--- config.mk ---
export PLATFORM = sky130hd
export DESIGN_NAME = vga_timing_gen
export DESIGN_NICKNAME = d
export VERILOG_FILES = /design/src/rtl/vga_timing_pkg.sv /design/src/rtl/vga_timing_gen_axis.sv /design/src/rtl/vga_timing_gen.sv
export SDC_FILE = /design/constraint.sdc
export NUM_CORES = 1
export LEC_CHECK = 0
export CORE_ASPECT_RATIO = 1.5
export CORE_MARGIN = 2
export CORE_UTILIZATION = 40
export CTS_CLUSTER_DIAMETER = 100
export CTS_CLUSTER_SIZE = 28
export DETAILED_ROUTE_END_ITERATION = 10
export HOLD_SLACK_MARGIN = 0.08
export PLACE_DENSITY_LB_ADDON = 0.1
export SYNTH_ARGS = -nofsm -noshare
export SYNTH_HDL_FRONTEND = slang
export SYNTH_SLANG_ARGS = --single-unit
--- constraint.sdc ---
create_clock -name clk -period 16.5 [get_ports clk]
set_clock_uncertainty 0.2 [all_clocks]
set_input_delay 3.3 -clock clk [delete_from_list [all_inputs] [get_ports clk]]
set_output_delay 3.3 -clock clk [all_outputs]
set_load 0.02 [all_outputs]
--- src/rtl/vga_timing_pkg.sv ---
// vga_timing_pkg: preset video modes and derived-timing helpers
// shared by the timing generator and its per-axis counters.
package vga_timing_pkg;

  localparam int AXW = 12;

  typedef logic [AXW-1:0] ax_t;

  typedef struct packed {
    ax_t  view;
    ax_t  front;
    ax_t  sync;
    ax_t  back;
    logic pol;
  } vga_axis_t;

  typedef struct packed {
    vga_axis_t h;
    vga_axis_t v;
  } vga_mode_t;

  localparam vga_mode_t VGA_PRESETS [4] = '{
    '{h: '{view: 12'd640, front: 12'd16, sync: 12'd96,
           back: 12'd48, pol: 1'b0},
      v: '{view: 12'd480, front: 12'd10, sync: 12'd2,
           back: 12'd33, pol: 1'b0}},
    '{h: '{view: 12'd426, front: 12'd38, sync: 12'd13,
           back: 12'd73, pol: 1'b1},
      v: '{view: 12'd720, front: 12'd5, sync: 12'd5,
           back: 12'd20, pol: 1'b1}},
    '{h: '{view: 12'd320, front: 12'd21, sync: 12'd34,
           back: 12'd55, pol: 1'b1},
      v: '{view: 12'd1080, front: 12'd3, sync: 12'd5,
           back: 12'd32, pol: 1'b1}},
    '{h: '{view: 12'd320, front: 12'd15, sync: 12'd8,
           back: 12'd25, pol: 1'b1},
      v: '{view: 12'd1080, front: 12'd4, sync: 12'd5,
           back: 12'd36, pol: 1'b1}}
  };

  function automatic ax_t axis_max(vga_axis_t a);
    return a.view + a.front + a.sync + a.back - 12'd1;
  endfunction

  function automatic ax_t sync_start(vga_axis_t a);
    return a.view + a.front;
  endfunction

  function automatic ax_t sync_end(vga_axis_t a);
    return a.view + a.front + a.sync;
  endfunction

endpackage

--- src/rtl/vga_timing_gen_axis.sv ---
// vga_axis_counter: one timing axis (counter, sync and view decode).
// Ports: clk, reset, step (advance), cur_max (wrap point of the
// running mode), nxt_* (decode limits for the following cycle),
// pos, at_max (comb), sync/view (registered, aligned with pos).
module vga_axis_counter
  import vga_timing_pkg::*;
#(
  parameter int W = 11
) (
  input  logic         clk,
  input  logic         reset,
  input  logic         step,
  input  ax_t          cur_max,
  input  ax_t          nxt_view,
  input  ax_t          nxt_ss,
  input  ax_t          nxt_se,
  input  logic         nxt_pol,
  output logic [W-1:0] pos,
  output logic         at_max,
  output logic         sync,
  output logic         view
);

  localparam int CW = (W > AXW) ? W : AXW;

  logic [W-1:0]  nxt;
  logic [CW-1:0] nxt_x;
  logic          in_sync;

  assign at_max = CW'(pos) == CW'(cur_max);

  always_comb begin
    nxt = pos;
    if (step) nxt = at_max ? '0 : pos + W'(1);
  end

  // Decode the value pos takes next, so the registered
  // outputs line up with pos in the same cycle.
  assign nxt_x   = CW'(nxt);
  assign in_sync = (nxt_x >= CW'(nxt_ss)) &&
                   (nxt_x < CW'(nxt_se));

  always_ff @(posedge clk) begin
    if (reset) begin
      pos  <= '0;
      sync <= ~nxt_pol;
      view <= 1'b1;
    end else begin
      pos  <= nxt;
      sync <= in_sync ? nxt_pol : ~nxt_pol;
      view <= nxt_x < CW'(nxt_view);
    end
  end

endmodule

--- src/rtl/vga_timing_gen.sv ---
// vga_timing_gen: four-preset VGA timing with frame-aligned switch.
// Ports: clk, reset, mode_sel/mode_req in; mode_active, mode_pending,
// hpos, vpos, hmax, vmax, hsync, vsync, visible, line_start,
// frame_start out; frame_count only with VGA_TIMING_FRAME_COUNT_EN.
module vga_timing_gen
  import vga_timing_pkg::*;
#(
  parameter int H_BITS     = 11,
  parameter int V_BITS     = 11,
  parameter int RESET_MODE = 0,
  parameter int FRAME_BITS = 8
) (
  input  logic              clk,
  input  logic              reset,
  input  logic [1:0]        mode_sel,
  input  logic              mode_req,
  output logic [1:0]        mode_active,
  output logic              mode_pending,
  output logic [H_BITS-1:0] hpos,
  output logic [V_BITS-1:0] vpos,
  output logic              hmax,
  output logic              vmax,
  output logic              hsync,
  output logic              vsync,
  output logic              visible,
  output logic              line_start,
  output logic              frame_start
`ifdef VGA_TIMING_FRAME_COUNT_EN
  ,
  output logic [FRAME_BITS-1:0] frame_count
`endif
);

  localparam logic [1:0] RST_MODE = 2'(RESET_MODE);

  for (genvar i = 0; i < 4; i++) begin : g_chk
    if (int'(axis_max(VGA_PRESETS[i].h)) >= (1 << H_BITS))
    begin : g_h
      $error("preset %0d does not fit H_BITS", i);
    end
    if (int'(axis_max(VGA_PRESETS[i].v)) >= (1 << V_BITS))
    begin : g_v
      $error("preset %0d does not fit V_BITS", i);
    end
  end
  if (RESET_MODE < 0 || RESET_MODE > 3) begin : g_rm
    $error("RESET_MODE out of range");
  end
  if (FRAME_BITS < 1) begin : g_fb
    $error("FRAME_BITS must be positive");
  end

  logic [1:0] pend_mode;
  logic [1:0] mode_next;
  logic       wrap;
  logic       h_view;
  logic       v_view;

  assign wrap = hmax && vmax;

  // mode used from the next cycle on; a request on the wrap
  // cycle itself is newer than anything pending
  always_comb begin
    mode_next = mode_active;
    if (reset) mode_next = RST_MODE;
    else if (wrap && mode_req) mode_next = mode_sel;
    else if (wrap && mode_pending) mode_next = pend_mode;
  end

  always_ff @(posedge clk) begin
    if (reset) begin
      mode_active  <= RST_MODE;
      mode_pending <= 1'b0;
      pend_mode    <= RST_MODE;
    end else begin
      mode_active <= mode_next;
      if (wrap) mode_pending <= 1'b0;
      else if (mode_req) mode_pending <= 1'b1;
      if (mode_req) pend_mode <= mode_sel;
    end
  end

  vga_axis_counter #(.W(H_BITS)) u_h (
    .clk     (clk),
    .reset   (reset),
    .step    (1'b1),
    .cur_max (axis_max(VGA_PRESETS[mode_active].h)),
    .nxt_view(VGA_PRESETS[mode_next].h.view),
    .nxt_ss  (sync_start(VGA_PRESETS[mode_next].h)),
    .nxt_se  (sync_end(VGA_PRESETS[mode_next].h)),
    .nxt_pol (VGA_PRESETS[mode_next].h.pol),
    .pos     (hpos),
    .at_max  (hmax),
    .sync    (hsync),
    .view    (h_view)
  );

  vga_axis_counter #(.W(V_BITS)) u_v (
    .clk     (clk),
    .reset   (reset),
    .step    (hmax),
    .cur_max (axis_max(VGA_PRESETS[mode_active].v)),
    .nxt_view(VGA_PRESETS[mode_next].v.view),
    .nxt_ss  (sync_start(VGA_PRESETS[mode_next].v)),
    .nxt_se  (sync_end(VGA_PRESETS[mode_next].v)),
    .nxt_pol (VGA_PRESETS[mode_next].v.pol),
    .pos     (vpos),
    .at_max  (vmax),
    .sync    (vsync),
    .view    (v_view)
  );

  assign visible     = h_view && v_view;
  assign line_start  = hpos == '0;
  assign frame_start = line_start && (vpos == '0);

`ifdef VGA_TIMING_FRAME_COUNT_EN
  always_ff @(posedge clk) begin
    if (reset) frame_count <= '0;
    else if (wrap) frame_count <= frame_count + FRAME_BITS'(1);
  end
`endif

endmodule

Word level (Yosys, flattened, before mapping)
Cells that the tools add are included.
- muxes and demuxes: 16
- add/sub/neg operators: 14
- magnitude comparators: 8
- bitwise operators: 4
- equality and inequality tests: 2
- reduce and logical (&&, ||, !) cells: 10
- operators with widths (operator ; number):
    98-bit binary-select mux with 2-bit select ; 2
    98-bit 2-to-1 mux ; 4
    12-bit adder ; 10
    11-bit by 12-bit less-than comparator with 1-bit output ; 4
    11-bit 2-to-1 mux ; 3
    11-bit by 12-bit equality test with 1-bit output ; 2
    11-bit by 12-bit greater-or-equal comparator with 1-bit output ; 2
    12-bit by 1-bit subtractor with 12-bit output (second input constant) ; 2
    11-bit by 1-bit adder with 11-bit output (second input constant) ; 2
    11-bit zero test ; 2
    1-bit logical AND ; 7
    3-bit greater-or-equal comparator (second input constant) ; 2
    2-bit 2-to-1 mux ; 3
    2-bit inverter with 3-bit output ; 2
    1-bit 2-to-1 mux ; 4
    1-bit inverter ; 2
    2-bit OR reduction ; 1
- register bits after elaboration: 31
- input bits: 5
- logic and storage cells: 63
- output and inout port bits: 32

Longest topological paths before layout
- depth in word-level cells: 24
- gate-level depth with buffers: 28
- mapped depth without buffers: 26

By module
A second synthesis with hierarchy kept.
- cells, all modules: 521
- area, all modules: 3980.1 um^2
- modules (own cells, without submodules) (module ; cells each ; seq. area each (um^2) ; instances ; area each (um^2)):
    vga_axis_counter at u_v ; 209 ; 260.2 ; 1 ; 1590.3
    vga_axis_counter at u_h ; 207 ; 260.2 ; 1 ; 1574.0
    vga_timing_gen ; 105 ; 100.1 ; 1 ; 815.8

Worst setup path before layout
OpenSTA, ideal clock, no wires.
- path kind: flip-flop to output port
- from: register mode_active[1]
- to: output port hmax
- path buffers: 2
- required time: 13.000 ns
- slack: 9.701 ns
- cell stages (with the launch flop): 10
- arrival: 3.299 ns
- path through: dfxtp_1 > inv_1 > ha_1 > nand3b_1 > xor2_1 > or4_4 > or4_4 > clkinv_1 > clkbuf_1 > buf_1
- word-level cells in the longest chain between the ends: 9
- RTL lines (element ; line ; RTL):
    from (decl) ; vga_timing_gen.sv:17 ; output logic [1:0] mode_active,
    from (signal assigned) ; vga_timing_gen.sv:76 ; mode_active <= mode_next;
    2-bit inverter with 3-bit output (not written as such) (*) ; vga_timing_gen.sv:87 ; .cur_max (axis_max(VGA_PRESETS[mode_active].h)),
    98-bit binary-select mux with 2-bit select (*) ; vga_timing_gen.sv:87 ;
    98-bit 2-to-1 mux (*) (2 in a row) ; n/a ;
    12-bit adder (2 in a row) ; vga_timing_pkg.sv:42 ; return a.view + a.front + a.sync + a.back - 12'd1;
    12-bit adder (*) ; vga_timing_pkg.sv:42 ;
    12-bit by 1-bit subtractor with 12-bit output (*) ; vga_timing_pkg.sv:42 ;
    11-bit by 12-bit equality test with 1-bit output (*) ; vga_timing_gen_axis.sv:30 ; assign at_max = CW'(pos) == CW'(cur_max);
    to (decl) ; vga_timing_gen.sv:21 ; output logic hmax,
Mark *: on every way between the ends. The rest lies on a longest branch, timed or not. The select of a mux whose other input is x is not followed.

Worst setup path in the final report
- from: register mode_active[1]
- to: output port vmax
- word-level cells in the longest chain between the ends: 9
- RTL lines (element ; line ; RTL):
    2-bit inverter with 3-bit output (not written as such) (*) ; vga_timing_gen.sv:102 ; .cur_max (axis_max(VGA_PRESETS[mode_active].v)),
    98-bit binary-select mux with 2-bit select (*) ; vga_timing_gen.sv:102 ;
    98-bit 2-to-1 mux (not written as such) (*) (2 in a row) ; vga_timing_gen.sv:102 ;
    12-bit adder (2 in a row) ; vga_timing_pkg.sv:42 ;
    12-bit adder (*) ; vga_timing_pkg.sv:42 ;
    12-bit by 1-bit subtractor with 12-bit output (*) ; vga_timing_pkg.sv:42 ;
    11-bit by 12-bit equality test with 1-bit output (*) ; vga_timing_gen_axis.sv:30 ;
    to (decl) ; vga_timing_gen.sv:22 ; output logic vmax,
Marks and branches as above.

==> tab_implementation.tex <==
\begin{tabular}{lr}
\hline
Metric & Value \\
\hline
\multicolumn{2}{l}{\textbf{Pwr}} \\
Overall power of the completed layout & 191.6 uW \\
Cell-internal power & 148.8 uW \\
Proportion of power drawn by flip-flops and latches & 0.406 \\
Clock Power Share & 0.499 \\
Sw Share & 0.2236 \\
Peak supply drop & 0.03860 mV \\
Combinational cell fraction of total power & 0.095 \\
Leakage & 1.643 nW \\
Total power divided by cell area & 51.47 nW/um\^{}2 \\
Switching pwr & 42.84 uW \\
\multicolumn{2}{l}{\textbf{Synth}} \\
Synth Cell Area & 3133 sq um \\
Count of flip-flops with a built-in enable after synthesis & 0 \\
Yosys synthesis warning count & 0 \\
Net count after synthesis & 451 \\
Primary FF master, synth & dfxtp\_1 \\
Proportion of synthesized chip area in sequential cells & 0.1981 \\
Mean instance size in the synthesized netlist & 8.075 sq um \\
Proportion of register bits with asynchronous set or reset after synthesis & 0 \\
Count of different cell masters after synthesis & 58 \\
Cells taking the most area after synthesis & ha\_1, dfxtp\_1, xnor2\_1, xor2\_1, nor2\_1 \\
Top cell type's share of synthesized area & 0.2316 \\
Post-synth top area cell & ha\_1 \\
FF+latch count, synth & 31 \\
Instance count of the mapped netlist & 388 \\
\multicolumn{2}{l}{\textbf{Setup path}} \\
Arrival time at the worst endpoint & 3810 ps \\
Critical path class & flip-flop to primary output \\
Slowest stage delay, CP & 650 ps \\
Endpoint of the worst setup timing path & vmax \\
Crit-path cells & inv\_1 > ha\_1 > inv\_1 > ha\_1 > nand3b\_1 > xor2\_1 > nor3\_1 > nand3\_1 > clkinv\_1 > clkdlybuf4s50\_1 \\
Crit. End Element & primary output \\
Buffers plus inverters on the worst setup path & 4 \\
Endpoint required time on the critical path & 13000 ps \\
Number of cells on the critical path & 10 \\
Type of element launching the critical path & flip-flop \\
Crit Path Max Fanout & 12 \\
Kind of cell with the highest combined delay on the critical path & buffers and inverters \\
Setup slack of the worst register-to-register path & 9850 ps \\
Critical R2R Launch & mode\_active[1]\$\_SDFF\_PP0\_ \\
R2r endpoint & u\_h.sync\$\_DFF\_P\_ \\
Worst Setup SP & mode\_active[1]\$\_SDFF\_PP0\_ \\
Worst Reg-to-Reg Cells & 23 \\
Cell with the biggest individual delay on the critical path & clkdlybuf4s50\_1 \\
\multicolumn{2}{l}{\textbf{Clocking}} \\
Clock tree from TritonCTS & built \\
Clock transition at the register clock pins on the worst setup and hold paths after CTS & 50 ps \\
Insertion delay to the later sink of the worst-skew pair & 280 ps \\
Clock root buffer & clkbuf\_16 \\
Count of instances resized after the clock tree is built & 0 \\
Post-CTS Setup Bufs & 0 \\
Inserted Clock Buffers & 5 \\
Number of buffers on the longest clock path & 2 \\
Hold buffer count at cts & 0 \\
Clock tree sinks & 31 \\
Clock H-tree levels & 2 \\
\multicolumn{2}{l}{\textbf{Die}} \\
Floorplan die area & 8571 sq um \\
Die Y-Extent & 112.4 um \\
Boundary Pins & 37 \\
Horiz. Die Dim & 76.26 um \\
Initial Utilization & 0.4116 \\
Core Rows & 39 \\
Floorplan core area & 7612 sq um \\
\multicolumn{2}{l}{\textbf{STA}} \\
Maximum clock frequency & 0.1368 GHz \\
Max-slew violation total from the final report & 0 \\
\# setup viols final & 0 \\
RSZ-0062 raised after global routing & no \\
Slew at the pin closest to its max-slew limit & 575.1 ps \\
Share of the clock period used by the worst path & 0.4430 \\
Max-slew headroom at the worst pin & 0.6126 \\
Minimum clock period & 7309 ps \\
Fin. Hold Viols & 0 \\
Final setup TNS & 0 ps \\
\multicolumn{2}{l}{\textbf{Global routing}} \\
Met1 usage & 0.2514 \\
Fraction of met2 tracks used by global routing & 0.3882 \\
Maximum number of pins on one net before global-route repair & 35 \\
Aggregate global-route resource usage & 0.2110 \\
Gr ovfl total & 0 \\
Met3 track demand over resource & 0.02653 \\
Wire length of the first global-routing pass & 14280 um \\
Layer with the highest usage & met2 \\
Antenna violations before repair & 0 \\
Vias in the first global route & 2765 \\
\multicolumn{2}{l}{\textbf{Worst hold path}} \\
Worst hold path type & flip-flop to flip-flop \\
Source of the worst hold timing path & pend\_mode[0]\$\_SDFFE\_PP0P\_ \\
\multicolumn{2}{l}{\textbf{Run status}} \\
Run status & finished, final reports clean \\
\multicolumn{2}{l}{\textbf{Final layout}} \\
Total inserted antenna cells & 0 \\
Post-layout net count & 483 \\
Fraction of layout instances using a drive strength above 1 & 0.04751 \\
Layout-stage area growth over the synthesis result & 18.81\% \\
\multicolumn{2}{l}{\textbf{Placed design}} \\
Count of input and output buffers & 36 \\
Weighted congestion at the end of routability-driven global placement & 0.8246 \\
Final HPWL DP & 7029 um \\
\multicolumn{2}{l}{\textbf{Drt}} \\
Vias after detailed routing & 2875 \\
Detailed router's first-iteration violation count & 129 \\
Drt first pass iters & 4 \\
Number of DRC violations after detailed routing & 0 \\
Routed len/inst & 16.88 um \\
Number of nets with antenna violations after detailed routing & 0 \\
Detailed-route wire length & 8827 um \\
Average vias per placed instance & 5.497 \\
\multicolumn{2}{l}{\textbf{Run}} \\
Max-cap viol count & 0 \\
\hline
\end{tabular}
## cells in the final DEF (no fill, tap or decap), drive strengths merged, types with 18 or more instances in the layout
| master | instances |
|---|---|
| clkdlybuf4s50 | 36 |
| dfxtp | 31 |
| ha | 58 |
| inv | 25 |
| nand2 | 18 |
| nand3 | 18 |
| nor2 | 32 |
| nor3 | 20 |
| o21ai | 23 |
| xnor2 | 20 |
## routing by layer
layer	wire (um)	part of all wire	vias to the layer above
li1	-	-	1457
met1	3911	0.44	1371
met2	4600	0.52	37
met3	168	0.019	10
met4	147	0.017	0
met5	0	0	-
## flip-flops by register name (all words and copies together) (netlist names)
signal,cells
u_h.pos,11
mode_pending,1
u_v.view,1
u_h.view,1
u_v.pos,11
mode_active,2
pend_mode,2
u_v.sync,1
u_h.sync,1
## logic make-up (layout without fill, tap and decap cells)
family,after synthesis,in the layout,synth area share
AND/OR/NAND/NOR,144,144,0.2428
AO/OA/AOI/OAI,74,74,0.1558
adder cells (fa/ha/maj),59,59,0.2352
buffers and inverters,40,73,0.05471
XOR/XNOR,37,37,0.1034
flip-flops,31,31,0.1981
multiplexers,3,3,0.009984
## Yosys cell counts, types with 2 or more instances
master     n
nor3_1    20
o31ai_1    3
clkinv_1   2
ha_1      58
nand3_1   18
xor2_1    17
or2_2      2
buf_1      2
nand2_1   18
o21a_1     5
a211o_1    3
o31a_1     2
a31oi_1    3
nand3b_1   3
inv_1     25
a211oi_1   2
buf_4      3
mux2i_1    2
nor4_1     5
o41ai_1    2
nor2b_1    9
a21o_1     4
nand2b_1   5
a21oi_1   14
xnor2_1   20
and3_1    12
dfxtp_1   31
or4_4      3
nor2_1    32
nand4_1    9
clkbuf_1   5
o21ai_0   23
## through the flow
step	setup slack (ps)	cell area (sq um)	hold slack [ps]	util	cells
6_report	9191	3722	305.2	0.4890	523
5_1_grt	8963	3722	346.8	0.4890	523
4_1_cts	9179	3722	310.0	0.4890	523
3_5_place_dp	8984	3566	298.0	0.4684	515
3_3_place_gp	9004	3566	287.1	0.4684	515
2_1_floorplan	9701	3133	260.5	-	388
## power by group through the flow
stage	Clock (mW)	Sequential, mW	Combinational, mW
6_report	0.0956	0.0777	0.0182
5_1_grt	0.101	0.0777	0.0199
3_3_place_gp	0	0.0792	0.0181
3_5_place_dp	0	0.0792	0.0182
2_1_floorplan	0	0.0795	0.0105
4_1_cts	0.0975	0.0776	0.0184
## final cells by class
type                    count  area, sq um
clock buffers               8        156.4
fillers                   776         3890
inverters                  27        101.3
multi-input cells         317         2341
flip-flops and latches     31        620.6
well taps                 102        127.6
repair buffers             38        375.4
## worst min-delay path by stage
stage,to,slack (ps),cells past startpoint
3_5_place_dp,pend_mode[0]$_SDFFE_PP0P_,300,2
6_report,pend_mode[0]$_SDFFE_PP0P_,310,2
2_1_floorplan,pend_mode[0]$_SDFFE_PP0P_,260,2
3_3_place_gp,pend_mode[0]$_SDFFE_PP0P_,290,2
4_1_cts,pend_mode[0]$_SDFFE_PP0P_,310,2
5_1_grt,pend_mode[0]$_SDFFE_PP0P_,350,2
## tightest hold or removal path, delay by kind of cell (launching register included)
family           cells  cell delay, ps
and+or+nand+nor      1              70
muxes                1              70
DFF                  1             330
Power figures use the tool's default switching activity.
==> edit: new RTL, same settings <==
Add a define of `VGA_TIMING_FRAME_COUNT_EN`.
--- a/src/rtl/vga_timing_gen.sv
+++ b/src/rtl/vga_timing_gen.sv
@@ -4,2 +4,4 @@
 // frame_start out; frame_count only with VGA_TIMING_FRAME_COUNT_EN.
+`define VGA_TIMING_FRAME_COUNT_EN
+
 module vga_timing_gen
Behaviour (old outputs only; new: frame_count): unchanged (Yosys induction, for registers that start in step).
==> edit against the unedited design <==
Sequential cell count up 8; total power up 8.2%; clock power down 4.6%; sequential share of layout area up 1.0 points; routed wire length up 18%; highest routed layer unchanged; final area up 19%; sequential power up 25%; setup slack worse by 890 ps; via count up 20%; area after synthesis up 20%; worst hold slack worse by 12 ps.
==> edit: results (changes against the unedited design) <==
[setup_path]
r2r_cells=28  ; was 23
r2r_setup_slack_ps=8830  ; was 9850 ps
cpPeakStageDelay_ps=610  ; was 650 ps
timing.rr.end=u_h.sync  ; unchanged
worstPathArrival_ps=8150  ; was 3810 ps
crit_family=buffers and inverters  ; unchanged
crit_fanout=34  ; was 12
cp_slowest_cell=nor2_1  ; was clkdlybuf4s50_1

[finish]
n_antenna_cell=0  ; unchanged
final_nets=585  ; was 483
drive_above_1_share_pct=2.73  ; was 4.75%
reg_top3=u_h.pos x11, u_v.pos x11, frame_count x8  ; was u_h.pos x11, u_v.pos x11
fill_cells=948  ; was 776

[timing]
slew_headroom_pct=38.4  ; was 61.3%
hold_slack_ps=293  ; was 305 ps
period_minus_slack_ps=8200  ; was 7310 ps

[hold_path]
whs_path_depth=2  ; unchanged

[drt]
via_count=3439  ; was 2875
met1_length_um=4380  ; was 3910 µm
drtIter0Drc=171  ; was 129
wl_per_cell_um=16.7  ; was 16.9 µm
firstDrtPassIters=4  ; unchanged
top_layer=met4  ; unchanged
met3_length_um=303  ; was 168 µm
vias_per_cell=5.51  ; was 5.50
met2_length_um=5510  ; was 4600 µm

[synthesis]
yosys_warnings=0  ; unchanged
netlist_top_cells_count=ha_1 (69), nor2_1 (49), dfxtp_1 (39)  ; was ha_1 (58), nor2_1 (32), dfxtp_1 (31)
ys_types=49  ; was 58
synthesis.nets=550  ; was 451
synthCells=476  ; was 388
yosysSeqAreaShare_pct=20.8  ; was 19.8%
synthTopCellsByArea=ha_1 (23%), dfxtp_1 (21%), xnor2_1 (5.6%)  ; was ha_1 (23%), dfxtp_1 (20%), xnor2_1 (5.6%)
synthArstFlopShare_pct=0  ; unchanged

[grt]
antenna_found_initial=0  ; unchanged
first_global_vias=3400  ; was 2765
grt_pass1_wl_um=16600  ; was 14300 µm
grt_use_total_pct=20.4  ; was 21.1%

[clocking]
htree_levels=2  ; unchanged
cts_resized=0  ; unchanged
clock_path_buffers=2  ; unchanged
post_cts_buffers=0  ; unchanged
insertion_delay_ps=280  ; about the same
cts_buffers=5  ; unchanged

[placement]
hpwl_um=8250  ; was 7030 µm
gp_congestion=0.878  ; was 0.825
dp.cells=616  ; was 515
placed_area_um2=4270  ; was 3570 µm²
preCtsSetupSlack_ps=8000  ; was 8980 ps
io_buffers=44  ; was 36

[run_status]
status=finished clean  ; unchanged

[pwr]
p_leak_nw=2.02  ; was 1.64 nW
ir_drop_mv=0.0402  ; was 0.0386 mV

==> edit: cell count changes after synthesis, sizes merged, moves of 4 or more <==
cell    before  now
a21o         4   10
clkbuf       6   14
xnor2       20   24
a21oi       14   22
nand2       18   30
nand3       18   22
and2         2    9
nor2        32   49
dfxtp       31   39
inv         25   30
ha          58   69
==> edit: layout make-up <==
cell class | instances | area (µm²) | share of cell area (%)
timing repair buffer | 47 | 463 | 10.5
multi-input combinational | 388 | 2780 | 63.0
clock buffer | 7 | 133 | 3.01
clock inverter | 1 | 5.00 | 0.113
inverter | 30 | 113 | 2.55
sequential | 39 | 781 | 17.7
tap | 112 | 140 | 3.18
==> edit: metal layers <==
metal | up-vias | track usage (%)
met3 | 22 | 2.22
met4 | 0 | 7.17
met5 | - | 0
met1 | 1590 | 23.3
li1 | 1742 | -
met2 | 85 | 38.9
==> edit: power breakdown <==
part | switching, mW | leakage, nW | total [mW] | internal [mW]
combinational | 0.0104 | 1.63 | 0.0191 | 0.00874
clock | 0.0354 | 0.0679 | 0.0912 | 0.0558
sequential | 0.00170 | 0.316 | 0.0970 | 0.0953
==> edit: worst max-delay path by stage <==
stage,from,to,depth (start not counted)
finish,reset,u_h.sync,21
global route,reset,u_h.sync,21
CTS,reset,u_h.sync,21
detailed placement,reset,u_h.sync,21
global placement,reset,u_h.sync,21
floorplan,mode_req,u_h.sync,20
==> edit: logic make-up after synthesis <==
| group | after synthesis | share of synthesized area, % |
|---|---|---|
| AND/OR/NAND/NOR | 189 | 25.8 |
| AO/OA/AOI/OAI | 81 | 13.7 |
| adder cells (fa/ha/maj) | 69 | 23.0 |
| buffers and inverters | 49 | 5.01 |
| XOR/XNOR | 44 | 10.3 |
| flip-flops | 39 | 20.8 |
| multiplexers | 5 | 1.37 |
